[config.mk]
export PLATFORM = sky130hd
export DESIGN_NAME = if_fetch_unit
export DESIGN_NICKNAME = d
export VERILOG_FILES = /design/src/rtl/if_fetch_unit_pkg.sv /design/src/rtl/if_sync_fifo.sv /design/src/rtl/if_fetch_unit.sv
export SDC_FILE = /design/constraint.sdc
export NUM_CORES = 1
export LEC_CHECK = 0
export ABC_AREA = 1
export ABC_CLOCK_PERIOD_IN_PS = 5510
export BUFFER_PORTS_ARGS = -buffer_cell sky130_fd_sc_hd__buf_2
export CAP_MARGIN = 15
export CORE_MARGIN = 2
export CORE_UTILIZATION = 23
export DETAILED_ROUTE_END_ITERATION = 8
export HOLD_SLACK_MARGIN = 0.02
export PLACE_DENSITY = 0.38
export RECOVER_POWER = 100
export SYNTH_ARGS = -nofsm -noshare
export SYNTH_HDL_FRONTEND = slang
export SYNTH_SLANG_ARGS = --single-unit
[constraint.sdc]
create_clock -name clk -period 5.51 [get_ports clk]
set_clock_uncertainty 0.05 [all_clocks]
set_input_delay 0.8265 -clock clk [delete_from_list [all_inputs] [get_ports clk]]
set_output_delay 0.8265 -clock clk [all_outputs]
set_load 0.05 [all_outputs]
[src/rtl/if_fetch_unit_pkg.sv]
// if_fetch_unit_pkg: shared widths, constants and the prefetch entry type.
// Rev 1.0
`default_nettype none

package if_fetch_unit_pkg;

  localparam int WORD_LEN = 32;
  localparam logic [WORD_LEN-1:0] NOP_INSTR = 32'h0000_0013;
  localparam logic [WORD_LEN-1:0] RESET_PC_DEFAULT = 32'h0000_0000;

  typedef struct packed {
    logic [WORD_LEN-1:0] pc;
    logic [WORD_LEN-1:0] instr;
  } fetch_entry_t;

endpackage

`default_nettype wire

[src/rtl/if_sync_fifo.sv]
// if_sync_fifo: small synchronous FIFO with flush; push and pop may coincide when full.
// Rev 1.0
`default_nettype none

module if_sync_fifo #(
  parameter int WIDTH = 32,
  parameter int DEPTH = 2
) (
  input  logic                     clk,
  input  logic                     rstn,
  input  logic                     push,
  input  logic                     pop,
  input  logic                     clear,
  output logic                     full,
  output logic                     empty,
  output logic [$clog2(DEPTH):0]   count,
  input  logic [WIDTH-1:0]         din,
  output logic [WIDTH-1:0]         dout
);

  localparam int AW = $clog2(DEPTH);
  localparam int CW = AW + 1;

  logic [WIDTH-1:0] mem [DEPTH];
  logic [AW-1:0]    wr_ptr;
  logic [AW-1:0]    rd_ptr;
  logic             do_push;
  logic             do_pop;

  assign full    = (count == CW'(DEPTH));
  assign empty   = (count == '0);
  assign do_pop  = pop && !empty;
  assign do_push = push && (!full || do_pop);
  assign dout    = mem[rd_ptr];

  always_ff @(posedge clk or negedge rstn) begin
    if (!rstn) begin
      wr_ptr <= '0;
      rd_ptr <= '0;
      count  <= '0;
    end else if (clear) begin
      wr_ptr <= '0;
      rd_ptr <= '0;
      count  <= '0;
    end else begin
      if (do_push) wr_ptr <= (wr_ptr == AW'(DEPTH - 1)) ? '0 : wr_ptr + AW'(1);
      if (do_pop)  rd_ptr <= (rd_ptr == AW'(DEPTH - 1)) ? '0 : rd_ptr + AW'(1);
      count <= count + CW'(do_push) - CW'(do_pop);
    end
  end

  // Storage needs no reset: count gates every read of it.
  always_ff @(posedge clk) begin
    if (do_push && !clear) mem[wr_ptr] <= din;
  end

endmodule

`default_nettype wire

[src/rtl/if_fetch_unit.sv]
// if_fetch_unit: sequential instruction fetch with prefetch buffer, stall and redirect.
// Rev 1.0
`default_nettype none

module if_fetch_unit #(
  parameter int                     WORD_LEN        = if_fetch_unit_pkg::WORD_LEN,
  parameter logic [WORD_LEN-1:0]    RESET_PC        = if_fetch_unit_pkg::RESET_PC_DEFAULT,
  parameter int                     PF_DEPTH        = 2,
  parameter int                     MAX_OUTSTANDING = 2
) (
  input  logic                clk,
  input  logic                rstn,
  input  logic                freeze,
  input  logic                redirect,
  input  logic [WORD_LEN-1:0] redirect_pc,
  output logic                imem_req_valid,
  input  logic                imem_req_ready,
  output logic [WORD_LEN-1:0] imem_req_addr,
  input  logic                imem_rsp_valid,
  input  logic [WORD_LEN-1:0] imem_rsp_data,
  output logic [WORD_LEN-1:0] pc_out,
  output logic [WORD_LEN-1:0] instruction_out,
  output logic                fetch_valid
);

  import if_fetch_unit_pkg::*;

  localparam int OW = $clog2(MAX_OUTSTANDING) + 1;
  localparam int PW = $clog2(PF_DEPTH) + 1;
  localparam int SW = ((OW > PW) ? OW : PW) + 1;

  logic [WORD_LEN-1:0] fetch_pc;
  logic [OW-1:0]       outstanding;
  logic [OW-1:0]       discard;
  logic                running;
  logic [PW-1:0]       pf_count;
  logic                pf_full;
  logic                pf_empty;
  logic                pf_pop;
  logic                pcq_full;
  logic                pcq_empty;
  logic [WORD_LEN-1:0] pcq_dout;
  logic [SW-1:0]       occupancy;
  logic                issue;
  logic                rsp_take;
  logic                rsp_drop;
  logic                rsp_keep;
  fetch_entry_t        pf_din;
  fetch_entry_t        pf_dout;

  // Reserve buffer space for every live request so responses can always land.
  assign occupancy      = SW'(pf_count) + SW'(outstanding) - SW'(discard);
  assign imem_req_valid = running && !redirect && !pcq_full && !pf_full
                          && (occupancy < SW'(PF_DEPTH));
  assign imem_req_addr  = fetch_pc;
  assign issue          = imem_req_valid && imem_req_ready;

  assign rsp_take = imem_rsp_valid && !pcq_empty;
  assign rsp_drop = rsp_take && (redirect || (discard != '0));
  assign rsp_keep = rsp_take && !rsp_drop;

  assign pf_din.pc    = pcq_dout;
  assign pf_din.instr = imem_rsp_data;

  assign fetch_valid     = !pf_empty;
  assign pc_out          = fetch_valid ? pf_dout.pc : '0;
  assign instruction_out = fetch_valid ? pf_dout.instr : NOP_INSTR;
  assign pf_pop          = fetch_valid && !freeze;

  always_ff @(posedge clk or negedge rstn) begin
    if (!rstn) begin
      fetch_pc <= RESET_PC;
      discard  <= '0;
      running  <= 1'b0;
    end else begin
      running <= 1'b1;
      if (redirect) begin
        fetch_pc <= redirect_pc;
        discard  <= outstanding - OW'(rsp_take);
      end else begin
        if (issue)    fetch_pc <= fetch_pc + WORD_LEN'(4);
        if (rsp_drop) discard  <= discard - OW'(1);
      end
    end
  end

  // Queue depth doubles as the outstanding-request count.
  if_sync_fifo #(
    .WIDTH (WORD_LEN),
    .DEPTH (MAX_OUTSTANDING)
  ) u_pc_queue (
    .clk   (clk),
    .rstn  (rstn),
    .push  (issue),
    .pop   (rsp_take),
    .clear (1'b0),
    .full  (pcq_full),
    .empty (pcq_empty),
    .count (outstanding),
    .din   (fetch_pc),
    .dout  (pcq_dout)
  );

  if_sync_fifo #(
    .WIDTH ($bits(fetch_entry_t)),
    .DEPTH (PF_DEPTH)
  ) u_prefetch (
    .clk   (clk),
    .rstn  (rstn),
    .push  (rsp_keep),
    .pop   (pf_pop),
    .clear (redirect),
    .full  (pf_full),
    .empty (pf_empty),
    .count (pf_count),
    .din   (pf_din),
    .dout  (pf_dout)
  );

endmodule

`default_nettype wire

==> results of run 1 <==
worst reg2reg max path, cell delays in order, from the launching register on:
cell and delay, ps:
dfrtp_1 360, inv_1 110, ha_1 160, inv_1 80, nor2_1 100, nand3_1 150
nor2_1 520, clkbuf_1 1450
through the flow:
stage                     worst slack (ps)  instances  hold slack (ps)
after floorplan                       1117        965            454.4
after global placement                1963       1689            470.7
after detailed placement              1897       1690            476.2
after CTS                             1859       1740            354.6
after global routing                 875.7       1740            394.6
final                                 1408       1740            419.0
cell families (layout without fill, tap and decap cells):
kind of cell | Yosys count | in the layout
xor+xnor | 12 | 12
flops | 235 | 235
other cells | 1 | 1
simple gates | 537 | 537
buf+inv | 95 | 285
compound gates | 76 | 76
fa+ha+maj | 9 | 9
worst paths after layout:
kind	cells past startpoint	slack, ps	start	end
min reg2reg	2	490	u_pc_queue.mem[0][11]	u_prefetch.mem[0][43]
max in group asynchronous	2	2570	rstn	u_prefetch.rd_ptr
max reg2reg	7	2100	discard[1]	u_prefetch.mem[0][5]
min	1	420	imem_rsp_data[24]	u_prefetch.mem[1][24]
max	8	1410	redirect	u_pc_queue.count[1]
min in group asynchronous	2	1140	rstn	imem_req_addr[23]
sequential cells by signal, indices dropped and copies added, names as in the netlist:
register	cells
u_pc_queue.rd_ptr	1
u_pc_queue.wr_ptr	1
running	1
u_prefetch.wr_ptr	1
u_pc_queue.count	2
u_prefetch.count	2
u_prefetch.rd_ptr	1
imem_req_addr	32
discard	2
u_prefetch.mem	128
u_pc_queue.mem	64
metal layers:
layer  part of all wire [%]  global-route usage [%]
met1                     47                   17.05
met2                     46                   19.97
met3                    5.3                   2.211
met4                    1.6                   2.826
met5                      0                       0
synth_stat cells:
cell type  number
o21a_1          1
nand3_1        79
edfxtp_1      192
nand2_4         2
o21bai_1        7
inv_1          50
ha_1            7
buf_6           4
and2_1          3
fa_1            2
or2_2           2
buf_2          16
a21oi_1        62
clkbuf_1       17
conb_1          1
buf_1           1
o211ai_1        2
xor2_1          7
dfrtp_1        43
nand3_4         1
o21ai_0         4
xnor2_1         5
nor2_4          6
nor2_2         10
nor2_1         36
inv_2           7
nand2_2         5
nand2_1       393
power groups by stage:
| stage | registers (mW) | logic [mW] | clock network, mW |
|---|---|---|---|
| 3_5_place_dp | 2.46 | 2.40 | 0 |
| 6_report | 2.42 | 2.26 | 1.90 |
| 3_3_place_gp | 2.46 | 2.38 | 0 |
| 5_1_grt | 2.45 | 2.50 | 2.05 |
| 2_1_floorplan | 2.57 | 1.54 | 0 |
| 4_1_cts | 2.42 | 2.40 | 1.97 |
area by class of cell:
type / count / area (um2) / share of cell area, %
Tap cell: 585 / 732.0 / 5.917
Timing Repair Buffer: 178 / 754.5 / 6.099
Clock buffer: 29 / 683.2 / 5.522
Multi-Input combinational cell: 635 / 2888 / 23.34
Sequential cell: 235 / 6843 / 55.32
Clock inverter: 21 / 256.5 / 2.073
Inverter: 57 / 214.0 / 1.730
==> flow_summary.yaml, run 1 <==
status:
  violations: "max-capacitance violations, max-slew violations"
  status: "complete, but fails checks"
die:
  initial_core_util_pct: 23.41
  die_x_um: 213.9
  dieArea_um2: 45730
  ios: 168
  core_area_um2: 43270
  rows: 76
  die_h_um: 213.9
cts:
  htreeDepth: 1
  cts_buffers: 27
  clk_pin_slew_ps: 60
  worst_skew_pair.late_latency_ps: 550
  post_cts_buffers: 0
  cts_sinks: 235
  cts-root-buf: "clkbuf_16"
  hold_buffers: 0
  cts_resized: 0
  clk_path_buf_depth: 3
  cts_tree: "yes"
sta:
  rsz0062_at_grt: "false"
  finalHoldViolations: 0
  slew_violations: 278
  worstMarginPinSlew_ps: 2612
  setup-tns-final_ps: 0
  max_freq_mhz: 243.8
  relSlewSlack_pct: -74.14
  period_needed_ps: 4102
  min_period_over_period_pct: 74.44
  finalSetupViolations: 0
yosys:
  netlist_area_um2: 10130
  synth_top_area_cell: "edfxtp_1"
  synth_seq_cells: 235
  synth-seq-area-share_pct: 67.55
  syn-num-nets: 1044
  ys_warn_count: 0
  synth_compound_area_share_pct: 4.002
  synthMuxAreaShare_pct: 0
  syn_avg_cell_area_um2: 10.50
  synth_top_cell_area_share_pct: 56.92
  synth_simple_gate_area_share_pct: 22.10
  ys_top_cells_by_area: "edfxtp_1, nand2_1, dfrtp_1"
  synth.distinct_cells: 28
  synth_xor_area_share_pct: 1.038
  synth_top_family_by_area: "simple AND/OR/NAND/NOR gates"
  synth_cells: 965
  synth_fa_ha_area_share_pct: 1.260
route:
  drt-wirelength-per-cell_um: 16.38
  drt-vias-per-instance: 4.035
  drtIter0Drc: 296
  vias: 7021
  drt_wl_total_um: 28500
  drc: 0
  first_pass_iters: 4
  ant_nets: 0
layout:
  final_cell_mix: "nand2_1, edfxtp_1, clkbuf_1"
  fin_area_um2: 12370
  area_delta_synth_final_pct: 22.14
  n_antenna_cell: 0
  fin_util_pct: 28.59
  final_common_cell: "nand2_1"
  layout-drive-gt1-share_pct: 11.17
  nets: 1213
  nFillCells: 4626
critical_path:
  crit_buf_inv: 3
  path_cells: "clkbuf_1 -> inv_1 -> nand3_1 -> nor2_1 -> nand3_4 -> inv_2 -> ha_1 -> xor2_1"
  critical-path-max-stage-delay_ps: 1220
  critPathArrivalTime_ps: 4480
  path_delay_family: "buffers and inverters"
  crit_type: "in -> reg"
  endpoint_kind: "flop"
  crit_required_ps: 5890
  cp_max_fo: 39
  critPathLaunchType: "primary input"
  slowest_stage: "clkbuf_1"
global_route:
  grt_remaining_overflow: 0
  grt_max_degree: 67
  grt_antenna_before_repair: 0
  grt_pass1_wl_um: 42140
  grt_pass1_vias: 6780
  grt_use_total_pct: 12.29
power:
  switchingPower_mw: 2.745
  seq_power_share_pct: 36.8
  p_int_mw: 3.840
  p_leak_nw: 4.776
  pwr_density_cell_nw_per_um2: 532.4
  clock_power_share_pct: 28.9
  fin_total_pwr_mw: 6.586
  p_comb_share_pct: 34.3
  ir_drop_uv: 240.2
  p_sw_share_pct: 41.69
placement:
  place_area_um2: 11640
  portBuffers: 167
  hpwl_um: 18950
  place.gp.congestion: 0.7672
job:
  maxCapViolCount: 6
hold_path:
  hold_class: "in -> reg"
No activity file was read; power rests on OpenSTA's default activity.
==> run 2: changes to the inputs <==
- ABC_CLOCK_PERIOD_IN_PS: 5510 -> 3400
- PLACE_DENSITY: 0.38 -> 0.4
- clock period: 5.51 -> 3.4 ns (I/O delays scaled with it)
==> run 2 against run 1 <==
The run still ends with max-capacitance violations, max-slew violations left; critical endpoint is now imem_req_valid; worst setup slack got worse by 1200 ps; cell area rose by 0.87%; register-to-register slack got worse by 1800 ps; sequential power rose by 62%.
==> flow_summary.yaml, run 2 (synthesis gave the netlist of run 1 again) <==
status:
  status: "complete, but fails checks"
  violations: "max-capacitance violations, max-slew violations"
critical_path:
  rr_worst_depth: 10
  crit_required_ps: 2840
  path_delay_family: "adder cells"
  endpoint_kind: "output port"
  rrSetupSlack_ps: 330
  critPathArrivalTime_ps: 2650
  critical-path-max-stage-delay_ps: 550
  crit_type: "reg -> out"
  path_cells: "fa_1 -> inv_1 -> fa_1 -> nand2_1 -> nor2_1 -> nand2_1 -> nor2_2 -> buf_6"
  cp_max_fo: 4
  crit_buf_inv: 2
  critPathLaunchType: "flop"
  r2r-end: "imem_req_addr[15]"
  worstReg2RegStart: "u_pc_queue.count[1]"
  slowest_stage: "fa_1"
die:
  rows: 76
  initial_core_util_pct: 23.41
  dieArea_um2: 45730
  die_x_um: 213.9
  core_area_um2: 43270
  ios: 168
  die_h_um: 213.9
sta:
  period_needed_ps: 3211
  min_period_over_period_pct: 94.45
  slew_violations: 31
  worst_slack_ps: 188.7
  setup-tns-final_ps: 0
  rsz0062_at_grt: "false"
  relSlewSlack_pct: -7.790
  finalSetupViolations: 0
  max_freq_mhz: 311.4
  worstMarginPinSlew_ps: 1617
  finalHoldViolations: 0
placement:
  portBuffers: 167
  place_ws_ps: 622.9
  place.gp.congestion: 0.7382
  place_area_um2: 11710
  hpwl_um: 17840
  dp_cells: 1693
cts:
  cts_tree: "yes"
  cts_buffers: 28
  worst_skew_pair.late_latency_ps: 550
  clk_path_buf_depth: 3
  cts_sinks: 235
  clk_pin_slew_ps: 60
  cts-root-buf: "clkbuf_16"
  post_cts_buffers: 0
  htreeDepth: 1
hold_path:
  whs_path_depth: 1
  hold_class: "in -> reg"
  hold_start: "imem_rsp_data[13]"
  hold_end: "u_prefetch.mem[0][13]"
layout:
  final_common_cell: "nand2_1"
  largest_reg_flops: 128
  layout-drive-gt1-share_pct: 16.62
  layoutNonFillerInstCount: 1746
  fin_area_um2: 12480
  nets: 1218
  largest-register: "u_prefetch.mem"
  n_antenna_cell: 0
  area_delta_synth_final_pct: 23.20
  final_cell_mix: "nand2_1, edfxtp_1, nand3_1"
power:
  p_leak_nw: 5.005
  ir_drop_uv: 437.3
  pwr_density_cell_nw_per_um2: 853.8
  fin_total_pwr_mw: 10.65
global_route:
  grt_antenna_before_repair: 0
  grt-busiest-layer: "met2"
  grt_use_total_pct: 11.99
  gr-usage-met2_pct: 19.21
  grt_pass1_vias: 6851
  grt_max_degree: 67
  grt_pass1_wl_um: 41460
  grt_remaining_overflow: 0
  grt_use_met3_pct: 2.446
  grt_util_met1_pct: 16.48
route:
  drtIter0Drc: 440
  vias: 6994
  first_pass_iters: 6
  drt-wirelength-per-cell_um: 15.81
  drc: 0
  drt_wl_total_um: 27610
  drt-vias-per-instance: 4.006
  ant_nets: 0
job:
  maxCapViolCount: 1
## run 2: worst max-delay path by stage
stage                                end                 from  cells past startpoint
floorplan           u_pc_queue.mem[0][0]  u_pc_queue.count[1]                      8
global placement          imem_req_valid  u_pc_queue.count[1]                      8
detailed placement        imem_req_valid  u_pc_queue.count[1]                      8
CTS                       imem_req_valid  u_pc_queue.count[1]                      8
global route              imem_req_valid  u_pc_queue.count[1]                      8
finish                    imem_req_valid  u_pc_queue.count[1]                      8
## run 2: cell type report
| type | instances | area (um2) |
|---|---|---|
| clock buffer | 43 | 778.2 |
| clock inverter | 9 | 142.6 |
| fill | 4534 | 30790 |
| inverter | 57 | 214.0 |
| multi-input combinational | 635 | 2883 |
| sequential | 235 | 6844 |
| tap | 585 | 732.0 |
| timing repair buffer | 182 | 884.6 |
## run 2: metrics by stage
stage	hold slack, ps	util [%]
after global placement	475.8	27.07
final	102.4	28.84
after detailed placement	477.1	27.07
after floorplan	164.4	-
after global routing	68.43	28.84
after CTS	60.42	29.22
## run 2: timing repair
item,in CTS,in global routing
hold buffers,1,0
endpoints found under the hold margin,20,0
endpoints found under the setup margin,0,1
resized for setup,0,5
## run 2: report_power, final
group / switching (mW) / internal [mW] / total (mW)
clock: 1.15 / 1.87 / 3.01
combinational: 2.94 / 0.786 / 3.72
sequential: 0.315 / 3.60 / 3.91
## run 2: per-layer routing
| layer | share of wire, % | vias up |
|---|---|---|
| li1 | - | 3561 |
| met1 | 47 | 3255 |
| met2 | 46 | 146 |
| met3 | 5.4 | 32 |
| met4 | 1.6 | 0 |
| met5 | 0 | - |
==> run 3: changes to the inputs <==
- CORE_MARGIN: 2 -> 3
==> run 3 against run 2 <==
The run still ends with max-capacitance violations, max-slew violations left; die area is 1.9% higher; non-clock buffer count increased by 2; combinational power grew 2%; fmax increased by 0.15%; critical path depth stayed put; sequential power about the same; critical path type unchanged; largest cell class unchanged.
==> flow_summary.yaml, run 3 (synthesis gave the netlist of run 1 again) <==
status:
  status: "complete, but fails checks"
  violations: "max-capacitance violations, max-slew violations"
route:
  drc: 0
  ant_nets: 0
  drt_wl_total_um: 27880
  vias: 7026
  first_pass_iters: 5
  drt-wirelength-per-cell_um: 15.95
  drtIter0Drc: 377
  drt-vias-per-instance: 4.019
die:
  ios: 168
  die_x_um: 215.9
  dieArea_um2: 46590
  initial_core_util_pct: 23.41
  core_area_um2: 43270
  die_h_um: 215.9
  rows: 76
critical_path:
  crit_required_ps: 2840
  crit_start: "u_pc_queue.count[1]"
  critPathLaunchType: "flop"
  endpoint_kind: "output port"
  crit_type: "reg -> out"
  critPathArrivalTime_ps: 2650
  cp_max_fo: 4
  worstReg2RegStart: "u_pc_queue.count[1]"
layout:
  layoutNonFillerInstCount: 1748
  nFillCells: 4530
  fin_area_um2: 12570
  nets: 1220
  multi_input_area_um2: 2888
  layout-drive-gt1-share_pct: 17.80
  area_delta_synth_final_pct: 24.13
  n_antenna_cell: 0
  final_cell_mix: "nand2_1, edfxtp_1, nand3_1"
  largest_reg_flops: 128
  regArea_um2: 6843
  largest-register: "u_prefetch.mem"
  final_common_cell: "nand2_1"
hold_path:
  hold_start: "imem_rsp_data[24]"
  hold_class: "in -> reg"
cts:
  cts_sinks: 235
  worst_skew_pair.late_latency_ps: 550
  htreeDepth: 1
  cts_buffers: 28
  clk_pin_slew_ps: 60
  cts-root-buf: "clkbuf_16"
  cts_tree: "yes"
  clk_path_buf_depth: 3
placement:
  place.gp.congestion: 0.7582
  place_area_um2: 11740
  dp_cells: 1695
  portBuffers: 167
  hpwl_um: 18390
sta:
  rsz0062_at_grt: "false"
  finalSetupViolations: 0
  min_period_over_period_pct: 94.30
  finalHoldViolations: 0
  period_needed_ps: 3206
  worstMarginPinSlew_ps: 1797
  slew_violations: 58
  relSlewSlack_pct: -19.77
  max_freq_mhz: 311.9
global_route:
  grt_pass1_vias: 7081
  grt_antenna_before_repair: 0
  grt_remaining_overflow: 0
  grt_pass1_wl_um: 42950
  grt_max_degree: 65
  grt_use_total_pct: 11.86
power:
  p_leak_nw: 5.064
  pwr_density_cell_nw_per_um2: 859.6
  ir_drop_uv: 335.8
job:
  maxCapViolCount: 2
[run 3: cell types whose count changed in the layout (fill, tap and decap cells not counted), sizes merged]
cell	previous run	this run
clkbuf	164	151
clkinv	5	9
clkinvlp	0	2
buf	60	69
[run 3: timing repair]
| item | 4_1_cts | 5_1_grt |
|---|---|---|
| buffers inserted | 0 | 0 |
| resized for setup | 0 | 5 |
| hold buffers | 1 | 0 |
| setup endpoints to repair | 0 | 1 |
| hold endpoints to repair | 17 | 0 |
[run 3: final cells by class]
class                   instances  area share, %
flip-flops and latches        235          54.43
clock buffers                  37          6.250
repair buffers                184          7.385
inverters                      57          1.702
well taps                     585          5.822
clock inverters                15          1.443
multi-input cells             635          22.97
[run 3: layer usage]
metal | global-route usage [%] | wire [um]
met4 | 3.459 | 627
met3 | 2.366 | 1329
met5 | 0 | 0
met2 | 18.69 | 12590
met1 | 16.57 | 13340
[run 3: power breakdown]
| part | switching (mW) | internal, mW | total (mW) | leakage [nW] |
|---|---|---|---|---|
| logic | 2.95 | 0.830 | 3.78 | 2.33 |
| registers | 0.314 | 3.60 | 3.91 | 2.26 |
| clock network | 1.19 | 1.92 | 3.11 | 0.472 |
| total | 4.46 | 6.35 | 10.8 | 5.06 |
[run 3: path summary, 6_finish.rpt]
| path | end | slack, ps | depth (start not counted) |
|---|---|---|---|
| max in group asynchronous | u_prefetch.rd_ptr | 540 | 3 |
| worst min register to register | u_prefetch.mem[0][36] | 480 | 2 |
| worst max register to register | u_pc_queue.mem[0][30] | 400 | 8 |
| worst max-delay path | imem_req_valid | 190 | 8 |
| worst min-delay path | u_prefetch.mem[0][24] | 100 | 1 |
| min in group asynchronous | imem_req_addr[21] | 660 | 2 |
[run 3: stage by stage]
stage	hold slack, ps	setup TNS (ps)	util [%]	total power [mW]	setup slack, ps
2_1_floorplan	164.4	-32210	-	6.664	-503.2
6_report	98.43	0	29.06	10.81	193.6
3_3_place_gp	450.0	0	27.13	7.893	610.2
5_1_grt	67.85	0	29.06	11.49	0.2822
4_1_cts	59.27	0	29.39	11.09	4.614
3_5_place_dp	450.0	0	27.13	7.918	627.2
[run 3: worst max-delay path: stages, from the launching register on]
cell     delay [ps]
dfrtp_1         430
fa_1            550
inv_1            50
fa_1            550
nand2_1          50
nor2_1           90
nand2_1          80
nor2_2          120
buf_6           170
